## src/rtl/pixel_readout_sequencer.sv

```systemverilog
// Pixel readout sequencer with a single-slope ADC back-end.
// Walks N_PIX pixels through reset / integrate / sample / convert, counts the
// comparator trip time and hands each result out over a valid/ready handshake.
module pixel_readout_sequencer #(
  parameter int N_PIX = 12,
  parameter int CNT_W = 10,
  parameter int T_W   = 8,
  localparam int PIX_W = $clog2(N_PIX)
) (
  input  logic             clk,
  input  logic             rst_n,
  input  logic             start,
  input  logic             continuous,
  input  logic [T_W-1:0]   t_rst,
  input  logic [T_W-1:0]   t_int,
  input  logic [T_W-1:0]   t_sh,
  input  logic [CNT_W-1:0] ramp_max,
  input  logic             cmp_in,
  output logic [N_PIX-1:0] pix_sel,
  output logic             sh_rst,
  output logic             sw1,
  output logic             sh,
  output logic             sw2,
  output logic             sh_cmp,
  output logic             busy,
  output logic [CNT_W-1:0] data,
  output logic [PIX_W-1:0] data_pix,
  output logic             overflow,
  output logic             data_valid,
  input  logic             data_ready
);

  typedef enum logic [2:0] {
    S_IDLE   = 3'd0,
    S_RST    = 3'd1,
    S_INT    = 3'd2,
    S_SAMPLE = 3'd3,
    S_CONV   = 3'd4,
    S_OUT    = 3'd5
  } state_t;

  localparam logic [PIX_W-1:0] LAST_PIX = PIX_W'(N_PIX - 1);

  state_t             state;
  logic [T_W-1:0]     ph_cnt;
  logic [CNT_W-1:0]   adc_cnt;
  logic [PIX_W-1:0]   pix;
  logic [PIX_W-1:0]   pix_nxt;
  logic [T_W-1:0]     cfg_t_rst;
  logic [T_W-1:0]     cfg_t_int;
  logic [T_W-1:0]     cfg_t_sh;
  logic [CNT_W-1:0]   cfg_ramp_max;
  logic               cfg_cont;
  logic               cmp_m;
  logic               cmp_s;

  assign pix_nxt = pix + 1'b1;

  function automatic logic [N_PIX-1:0] onehot(input logic [PIX_W-1:0] idx);
    logic [N_PIX-1:0] v;
    v = '0;
    v[idx] = 1'b1;
    return v;
  endfunction

  // Strobe pattern {sh_rst, sw1, sh, sw2, sh_cmp} for the state being entered.
  function automatic logic [4:0] strobes(input state_t s);
    logic [4:0] v;
    v = '0;
    case (s)
      S_RST:    v = 5'b10000;
      S_INT:    v = 5'b01000;
      S_SAMPLE: v = 5'b00100;
      S_CONV:   v = 5'b00011;
      default:  v = 5'b00000;
    endcase
    return v;
  endfunction

  // Two-flop synchroniser for the asynchronous comparator output.
  always_ff @(posedge clk or negedge rst_n) begin
    if (!rst_n) begin
      cmp_m <= 1'b0;
      cmp_s <= 1'b0;
    end else begin
      cmp_m <= cmp_in;
      cmp_s <= cmp_m;
    end
  end

  // Sequencer FSM; every output is registered from the state being entered.
  always_ff @(posedge clk or negedge rst_n) begin
    if (!rst_n) begin
      state        <= S_IDLE;
      ph_cnt       <= '0;
      adc_cnt      <= '0;
      pix          <= '0;
      cfg_t_rst    <= '0;
      cfg_t_int    <= '0;
      cfg_t_sh     <= '0;
      cfg_ramp_max <= '0;
      cfg_cont     <= 1'b0;
      pix_sel      <= '0;
      {sh_rst, sw1, sh, sw2, sh_cmp} <= 5'b00000;
      busy         <= 1'b0;
      data         <= '0;
      data_pix     <= '0;
      overflow     <= 1'b0;
      data_valid   <= 1'b0;
    end else begin
      unique case (state)
        S_IDLE: begin
          if (start) begin
            state        <= S_RST;
            ph_cnt       <= '0;
            pix          <= '0;
            cfg_t_rst    <= t_rst;
            cfg_t_int    <= t_int;
            cfg_t_sh     <= t_sh;
            cfg_ramp_max <= ramp_max;
            cfg_cont     <= continuous;
            pix_sel      <= onehot('0);
            busy         <= 1'b1;
            {sh_rst, sw1, sh, sw2, sh_cmp} <= strobes(S_RST);
          end
        end
        S_RST: begin
          if (ph_cnt == cfg_t_rst) begin
            state  <= S_INT;
            ph_cnt <= '0;
            {sh_rst, sw1, sh, sw2, sh_cmp} <= strobes(S_INT);
          end else begin
            ph_cnt <= ph_cnt + 1'b1;
          end
        end
        S_INT: begin
          if (ph_cnt == cfg_t_int) begin
            state  <= S_SAMPLE;
            ph_cnt <= '0;
            {sh_rst, sw1, sh, sw2, sh_cmp} <= strobes(S_SAMPLE);
          end else begin
            ph_cnt <= ph_cnt + 1'b1;
          end
        end
        S_SAMPLE: begin
          if (ph_cnt == cfg_t_sh) begin
            state   <= S_CONV;
            ph_cnt  <= '0;
            adc_cnt <= '0;
            {sh_rst, sw1, sh, sw2, sh_cmp} <= strobes(S_CONV);
          end else begin
            ph_cnt <= ph_cnt + 1'b1;
          end
        end
        S_CONV: begin
          // A trip wins over the timeout when both happen on the same count.
          if (cmp_s) begin
            state      <= S_OUT;
            data       <= adc_cnt;
            overflow   <= 1'b0;
            data_pix   <= pix;
            data_valid <= 1'b1;
            {sh_rst, sw1, sh, sw2, sh_cmp} <= strobes(S_OUT);
          end else if (adc_cnt == cfg_ramp_max) begin
            state      <= S_OUT;
            data       <= cfg_ramp_max;
            overflow   <= 1'b1;
            data_pix   <= pix;
            data_valid <= 1'b1;
            {sh_rst, sw1, sh, sw2, sh_cmp} <= strobes(S_OUT);
          end else begin
            adc_cnt <= adc_cnt + 1'b1;
          end
        end
        S_OUT: begin
          if (data_ready) begin
            data_valid <= 1'b0;
            if (pix != LAST_PIX) begin
              state   <= S_RST;
              ph_cnt  <= '0;
              pix     <= pix_nxt;
              pix_sel <= onehot(pix_nxt);
              {sh_rst, sw1, sh, sw2, sh_cmp} <= strobes(S_RST);
            end else if (cfg_cont) begin
              // Frame wrap: configuration is picked up afresh for the new frame.
              state        <= S_RST;
              ph_cnt       <= '0;
              pix          <= '0;
              pix_sel      <= onehot('0);
              cfg_t_rst    <= t_rst;
              cfg_t_int    <= t_int;
              cfg_t_sh     <= t_sh;
              cfg_ramp_max <= ramp_max;
              cfg_cont     <= continuous;
              {sh_rst, sw1, sh, sw2, sh_cmp} <= strobes(S_RST);
            end else begin
              state   <= S_IDLE;
              pix     <= '0;
              pix_sel <= '0;
              busy    <= 1'b0;
            end
          end
        end
        default: begin
          state   <= S_IDLE;
          pix_sel <= '0;
          busy    <= 1'b0;
          {sh_rst, sw1, sh, sw2, sh_cmp} <= 5'b00000;
        end
      endcase
    end
  end

endmodule

```

## config.mk

```make
export PLATFORM = sky130hd
export DESIGN_NAME = pixel_readout_sequencer
export DESIGN_NICKNAME = d
export VERILOG_FILES = /design/src/rtl/pixel_readout_sequencer.sv
export SDC_FILE = /design/constraint.sdc
export NUM_CORES = 1
export LEC_CHECK = 0
export BUFFER_PORTS_ARGS = -buffer_cell sky130_fd_sc_hd__buf_4
export CORE_MARGIN = 4
export CORE_UTILIZATION = 40
export CTS_CLUSTER_SIZE = 8
export DETAILED_ROUTE_END_ITERATION = 12
export HOLD_SLACK_MARGIN = 0.05
export PLACE_DENSITY = 0.67
export SLEW_MARGIN = 20
export SYNTH_ARGS = -nofsm -noshare
export SYNTH_HDL_FRONTEND = slang
export SYNTH_SLANG_ARGS = --single-unit
```

## constraint.sdc

```tcl
create_clock -name clk -period 4.38 [get_ports clk]
set_input_delay 0.876 -clock clk [delete_from_list [all_inputs] [get_ports clk]]
set_output_delay 0.876 -clock clk [all_outputs]
set_load 0.01 [all_outputs]
```

* Word-level counts from Yosys, hierarchy flattened
Cells that the tools add are included.
W data, S select, Z words.
** Word-level totals
- Bits in registers :: 95
- Bits in latches :: 0
- RAM bits :: 0
- ROM bits :: 0
- Bits of input ports :: 40
- Output and inout bits :: 34
- Word-level logic and storage cells :: 159
- Memories kept :: 0
** Cells by class
- Add/subtract/negate cells :: 3
- Multipliers :: 0
- Divide/modulo/power cells :: 0
- Magnitude comparators :: 2
- Equal/unequal tests :: 22
- Shift operators :: 0
- Multiplexer cells :: 91
- Bitwise gates (word level) :: 1
- Reductions and logical operators :: 19
** Operators by type and width (count)
- $mux W8 :: 19
- $mux W10 :: 9
- $pmux W8 S2 :: 3
- $pmux W10 S2 :: 2
- $pmux W8 S5 :: 1
- $mux W12 :: 3
- $pmux W12 S3 :: 1
- $mux W1 :: 31
- $eq A8 B8 Y1 :: 3
- $pmux W1 S6 :: 4
- $mux W3 :: 7
- $mux W4 :: 5
- $ne A2 B2 Y1 const B :: 10
- $pmux W3 S6 :: 1
- $reduce_and A4 Y1 :: 3
- $add A10 B1 Y10 const B :: 1
- $eq A10 B10 Y1 :: 1
- $reduce_and A5 Y1 :: 2
- $reduce_and A3 Y1 :: 3
- $add A8 B1 Y8 const B :: 1
- $pmux W4 S2 :: 1
- $reduce_bool A2 Y1 :: 4
- $reduce_and A7 Y1 :: 1
- $eq A3 B2 Y1 const B :: 2
- 17 further kinds :: 20

* Longest topological paths before layout
Gate-level depths: netlist of the first run.
- Depth after elaboration :: 8
- Gate-level depth with buffers :: 9
- Mapped depth without buffers :: 7

* Least setup slack after synthesis of the first run
Ideal clock, no wire load.
- Kind :: input to register
- From :: input port start
- To :: register cfg_ramp_max[4]
- Library setup time :: 0.125 ns
- Data arrival time :: 2.097 ns
- Data required time :: 4.255 ns
- Slack :: 2.158 ns
- Stages :: 7
- Buffers on the path :: 2
- Cells stage by stage :: nand2_1 > a21o_1 > clkbuf_1 > nor2_1 > o21ai_2 > buf_2 > mux2_2
** Between the ends
- Cells in the longest elaborated chain, start to end :: 2
** Ends and longest elaborated chain
- start: declaration :: line 12 : input logic start,
- $ne A2 B2 Y1 (no source line)
- $reduce_and A5 Y1 (no source line)
- end signal: assignment :: line 120 : cfg_ramp_max <= ramp_max;
- end signal: assignment :: line 193 : cfg_ramp_max <= ramp_max;
- end: declaration :: line 52 : logic [CNT_W-1:0] cfg_ramp_max;
Every way passes these cells.
A chain may end at the register's enable or synchronous reset.

* Final worst setup path of the first run
- From :: register adc_cnt[7]
- To :: register data[9]
** Between the ends
- Cells in the longest elaborated chain, start to end :: 3
** Ends and longest elaborated chain
- start: declaration :: line 46 : logic [CNT_W-1:0] adc_cnt;
- start signal: assignment :: line 172 : adc_cnt <= adc_cnt + 1'b1;
- $eq A10 B10 Y1 :: line 164 : end else if (adc_cnt == cfg_ramp_max) begin
- $reduce_bool A2 Y1 (no source line)
- $reduce_and A2 Y1 (no source line)
- end signal: assignment :: line 159 : data <= adc_cnt;
- end signal: assignment :: line 166 : data <= cfg_ramp_max;
- end: declaration :: line 26 : output logic [CNT_W-1:0] data,
Every way passes these cells.

==> results of run 1 <==
path summary, 6_finish.rpt:
path	end	slack (ns)	depth (start not counted)
min in group asynchronous	pix_sel[5]	0.66	1
hold reg to reg	cmp_s	0.35	0
setup reg to reg	data[9]	1.68	7
hold / removal	cmp_s	0.35	0
max in group asynchronous	cfg_t_int[0]	2.90	2
setup / recovery	data[9]	1.68	7
stage by stage:
| step | instances | hold slack (ns) | worst slack, ns |
|---|---|---|---|
| after floorplan | 430 | 0.3312 | 2.158 |
| after global placement | 622 | 0.3382 | 1.785 |
| after detailed placement | 622 | 0.3404 | 1.690 |
| after CTS | 637 | 0.3562 | 1.662 |
| after global routing | 638 | 0.3692 | 1.502 |
| final | 638 | 0.3537 | 1.683 |
cell type report:
| type | count | area, µm² |
|---|---|---|
| Clock buffer | 12 | 256.5 |
| Clock inverter | 3 | 18.77 |
| Fill cell | 1044 | 5868 |
| Inverter | 10 | 37.54 |
| Multi-Input combinational cell | 299 | 2237 |
| Sequential cell | 95 | 2377 |
| Tap cell | 143 | 178.9 |
| Timing Repair Buffer | 76 | 590.6 |
state kept, by name, indices dropped and copies added (netlist names):
| signal | cells |
|---|---|
| pix_sel | 12 |
| adc_cnt | 10 |
| cfg_ramp_max | 10 |
| data | 10 |
| cfg_t_int | 8 |
| cfg_t_rst | 8 |
| cfg_t_sh | 8 |
| ph_cnt | 8 |
| data_pix | 4 |
| pix | 4 |
| state | 3 |
| busy | 1 |
| cfg_cont | 1 |
| cmp_m | 1 |
| cmp_s | 1 |
| data_valid | 1 |
| overflow | 1 |
| sh | 1 |
| sh_cmp | 1 |
| sh_rst | 1 |
| sw1 | 1 |
metal layers:
layer	track usage, %	up-vias
li1	-	1643
met1	20.43	1627
met2	23.37	113
met3	2.883	13
met4	7.399	0
met5	0	-
logic make-up after synthesis:
| kind of cell | Yosys count | synth area share (%) |
|---|---|---|
| XOR/XNOR | 38 | 7.410 |
| multiplexers | 63 | 14.79 |
| flip-flops | 95 | 49.57 |
| buffers and inverters | 36 | 3.992 |
| AO/OA/AOI/OAI | 77 | 10.28 |
| adder cells (fa/ha/maj) | 7 | 1.826 |
| AND/OR/NAND/NOR | 114 | 12.13 |
power by group:
group	switching (mW)	total [mW]	leakage [nW]	internal [mW]
sequential	0.281	1.41	1.22	1.13
combinational	0.454	1.05	1.18	0.595
clock	0.320	0.732	0.138	0.412
total	1.05	3.19	2.54	2.14
cells in the final DEF, fill, tap and decap left out, types with 5 or more instances in the layout:
cell type / Yosys / layout
and3_1: 5 / 5
nand3_1: 10 / 10
nor3_1: 7 / 7
mux2_2: 62 / 62
nand4_1: 9 / 9
buf_4: 3 / 75
o31ai_1: 8 / 8
clkbuf_16: 0 / 9
nor2_1: 30 / 29
a22o_1: 8 / 8
a31oi_1: 6 / 6
a21oi_1: 17 / 17
inv_1: 10 / 10
dfrtp_1: 95 / 95
ha_1: 7 / 7
nand2_1: 29 / 29
o21ai_0: 23 / 23
xnor2_1: 34 / 34
==> results_dict.tcl, run 1 <==
set metrics [dict create \
    post_cts.repair.setup_buffers 0 \
    clockRootBuffer "clkbuf_16" \
    critPathLaunchType "flip-flop" \
    syn_area_um2 4796 \
    synth_top_area_cell "dfrtp_1" \
    wl_met3_um 636 \
    period_share_pct 61.58 \
    leakagePower_nw 2.541 \
    worst-path-max-fanout 8 \
    ios 74 \
    drc_errors 0 \
    vdd_drop_max_v 0.0003245 \
    vias 3396 \
    reg2reg_from "adc_cnt[7]" \
    synth_ff_type "dfrtp_1" \
    first_pass_iters 4 \
    yosysWarnings 0 \
    slowest_stage "nor2_1" \
    die_w_um 117.5 \
    htreeDepth 3 \
    fmax_ghz 0.3707 \
    slew_violations 0 \
    fin_area_um2 5697 \
    critPathBufInv 1 \
    synth-seq-cells 95 \
    grt_overflow 0 \
    clock_sinks 95 \
    timing.max_cap.violations 0 \
    grt_max_degree 77 \
    max_stage_delay_ns 0.52 \
    start_util_pct 41.47 \
    drive_gt1_share_pct 33.13 \
    min_from "cmp_m" \
    synth_area_leaders "dfrtp_1 (50%), mux2_2 (15%), xnor2_1 (6.2%)" \
    design.die.area_um2 13810 \
    crit_start "adc_cnt[7]" \
    worst_pin_slew_ns 0.9784 \
    hpwl_mm 7.401 \
    fin_worst_skew_ns 0.006222 \
    p_per_area_nw_per_um2 560.1 \
    insertion_delay_ns 0.34 \
    cp_top_family "simple AND/OR/NAND/NOR gates" \
    die_height_um 117.5 \
    setup-tns-final_ns 0 \
    synth.avg_cell_area_um2 11.15 \
    postSynthCellCount 430 \
    worstHoldPathType "flip-flop to flip-flop" \
    row_count 39 \
    crit_path_frequent_cell "nor2_1" \
    via_per_inst 5.323 \
    io_buffers 73 \
    wire_per_inst_um 16.08 \
    postRouteWirelength_mm 10.26 \
    seq_area_frac_synth_pct 49.57 \
    cts_tree "done" \
    antennaDiodeCount 0 \
    critPathKind "flip-flop to flip-flop" \
    topRoutingLayerUsed "met4" \
    netlist.area_leader.share_pct 49.57 \
    power_mw 3.191 \
    crit_chain "xnor2_1 > nand4_1 > nor3_1 > nor2_1 > nor2_1 > buf_4 > mux2_2" \
    ys_types 47 \
    post_dp_cell_area_um2 5391 \
    syn_nets 477 \
    areaGrowthSynthToFinish_pct 18.78 \
    clock_path_buffers 2 \
    nets 538 \
    required_ns 4.60 \
    clk_pin_slew_ns 0.06 \
    postCtsHoldBufs 0 \
    critPathArrivalTime_ns 2.92 \
    rsz0062_at_grt "false" \
    hold_viol_final 0 \
    status "complete, no violations" \
    synth_most_common_cell "dfrtp_1" \
    coreArea_um2 11560 \
    setup_viol 0 \
    antenna_left 0 \
    end_kind "flip-flop" \
    layout_min_cycle_time_ns 2.697 \
    ys_top_cells_by_count "dfrtp_1 (95), mux2_2 (62), xnor2_1 (34), nor2_1 (30), nand2_1 (29)" \
    post-route-util_pct 49.26 \
    drt_iter0_markers 225 \
    met2_length_mm 4.747 \
    slew_headroom_pct 34.49 \
    gp_congestion 0.8503 \
    ctsResizeCount 0 \
    synthArstFlopShare_pct 100.0 \
    m1WireLength_mm 4.692 \
    grt_antenna_before_repair 0 \
    first_global_vias 3397 \
    grt_pass1_wl_mm 16.97 \
    numCtsBuffers 9 \
    synth_edf_count 0 \
    grtUsageTotal_pct 15.10 \
]
No activity file was read; power rests on OpenSTA's default activity.
==> run 2: changes to the inputs <==
clock period = 2.8 ns   (was 4.38 ns; I/O delays follow)
==> run 2 against run 1 <==
  * Flip-flop and latch count unchanged
  * Design area up 1.8%
  * Utilization up 0.87 points
  * Clock skew up 0.0022 ns
  * Global-route usage up 0.30 points
  * Highest routed layer unchanged
  * Register-to-register slack worse by 1.3 ns
  * Non-clock buffer count up 10
  * Worst hold slack worse by 0.10 ns
  * Worst setup slack worse by 1.3 ns
  * Sequential power up 52%
  * Die area unchanged
  * Critical path type unchanged
==> results_dict.tcl, run 2 (synthesis results as in run 1) <==
set metrics [dict create \
    fin_area_um2 5797 \
    htreeDepth 3 \
    fin_worst_skew_ns 0.008459 \
    worst-path-max-fanout 11 \
    ctsResizeCount 0 \
    design.die.area_um2 13810 \
    post_cts.repair.setup_buffers 0 \
    end_kind "flip-flop" \
    leakagePower_nw 2.599 \
    critPathArrivalTime_ns 2.69 \
    insertion_delay_ns 0.34 \
    reg2reg_from "adc_cnt[5]" \
    numCtsBuffers 9 \
    clock_sinks 95 \
    cts_tree "done" \
    status "complete, no violations" \
    first_global_vias 3450 \
    start_util_pct 41.47 \
    nets 548 \
    grt_pass1_wl_mm 17.53 \
    layout_min_cycle_time_ns 2.463 \
    gp_congestion 0.8864 \
    antenna_left 0 \
    required_ns 3.03 \
    drt_iter0_markers 220 \
    setup-tns-final_ns 0 \
    p_per_area_nw_per_um2 883.0 \
    hold_viol_final 0 \
    setup_viol 0 \
    drc_errors 0 \
    grt_antenna_before_repair 0 \
    antennaDiodeCount 0 \
    r2r_slack_ns 0.34 \
    wire_per_inst_um 15.78 \
    critPathLaunchType "flip-flop" \
    grt_overflow 0 \
    drive_gt1_share_pct 34.78 \
    slew_headroom_pct 56.24 \
    rr_worst_depth 6 \
    timing.max_cap.violations 0 \
    clock_path_buffers 2 \
    areaGrowthSynthToFinish_pct 20.87 \
    grt_max_degree 53 \
    clockRootBuffer "clkbuf_16" \
    timing.rr.end "adc_cnt[9]" \
    dp_cells 632 \
    fill_cells 1049 \
    post-route-util_pct 50.12 \
    regMostFlops "pix_sel" \
    postRouteWirelength_mm 10.24 \
    hpwl_mm 7.498 \
    ios 74 \
    postCtsHoldBufs 0 \
    crit_end "adc_cnt[9]" \
    fin_cells 649 \
    worst_pin_slew_ns 0.6564 \
    io_buffers 73 \
    largest_reg_flops 12 \
    post_dp_cell_area_um2 5466 \
    worstHoldPathType "input pin to asynchronous set/reset pin" \
    crit_start "adc_cnt[5]" \
    die_w_um 117.5 \
    coreArea_um2 11560 \
    critPathKind "flip-flop to flip-flop" \
    die_height_um 117.5 \
    vias 3392 \
    fmax_ghz 0.4059 \
    first_pass_iters 4 \
    row_count 39 \
    slew_violations 0 \
    final_common_cell "dfrtp_1" \
    via_per_inst 5.227 \
    period_share_pct 87.98 \
    grtUsageTotal_pct 15.40 \
    rsz0062_at_grt "false" \
    vdd_drop_max_v 0.0003682 \
    clk_pin_slew_ns 0.07 \
    final_cell_mix "dfrtp_1 (95), buf_4 (85), mux2_2 (62), xnor2_1 (34), nor2_1 (30)" \
]
run 2: cell count changes in the layout (fill, tap and decap cells not counted), sizes merged:
cell      previous run  this run
clkinvlp             0         1
inv                 10        11
clkbuf              12        10
buf                 76        86
bufinv               0         1
run 2: layout make-up:
class	count	area (µm²)	area share, %
clock buffers	10	239.0	4.123
clock inverters	6	68.82	1.187
inverters	10	37.54	0.6475
multi-input cells	299	2237	38.59
flip-flops and latches	95	2377	41.01
well taps	143	178.9	3.087
repair buffers	86	658.1	11.35
run 2: metal layers:
layer	up-vias	wire [µm]	share of wire (%)	GRT usage (%)
li1	1657	-	-	-
met1	1625	4679	46	21.31
met2	97	4825	47	23.74
met3	13	540	5.3	3.075
met4	0	199	1.9	6.374
met5	-	0	0	0
run 2: critical path, cell delays in order (launching register included):
cell and delay (ns):
dfrtp_1 0.47, xnor2_1 0.19, nand4_1 0.17, o31ai_2 0.53, nor2b_2 0.46, or4b_1 0.19, mux2_1 0.31
run 2: power breakdown:
part	switching, mW	leakage (nW)	internal, mW
clock	0.519	0.149	0.721
sequential	0.386	1.22	1.77
combinational	0.759	1.23	0.968
run 2: through the flow:
| stage | power [mW] | setup WS, ns | hold WS (ns) |
|---|---|---|---|
| 6_report | 5.118 | 0.3366 | 0.2507 |
| 5_1_grt | 5.463 | 0.1345 | 0.3090 |
| 4_1_cts | 5.167 | 0.1529 | 0.2700 |
| 3_5_place_dp | 3.907 | 0.1827 | 0.3629 |
| 3_3_place_gp | 3.837 | 0.2358 | 0.3565 |
| 2_1_floorplan | 3.428 | 0.6213 | 0.2644 |
run 2: worst min-delay path by stage:
stage | start | depth (start not counted) | slack (ns) | to
3_3_place_gp | cmp_m | 0 | 0.36 | cmp_s
3_5_place_dp | cmp_m | 0 | 0.36 | cmp_s
5_1_grt | rst_n | 1 | 0.31 | pix_sel[5]
2_1_floorplan | rst_n | 0 | 0.26 | adc_cnt[0]
4_1_cts | rst_n | 1 | 0.27 | pix_sel[5]
6_report | rst_n | 1 | 0.25 | pix_sel[5]
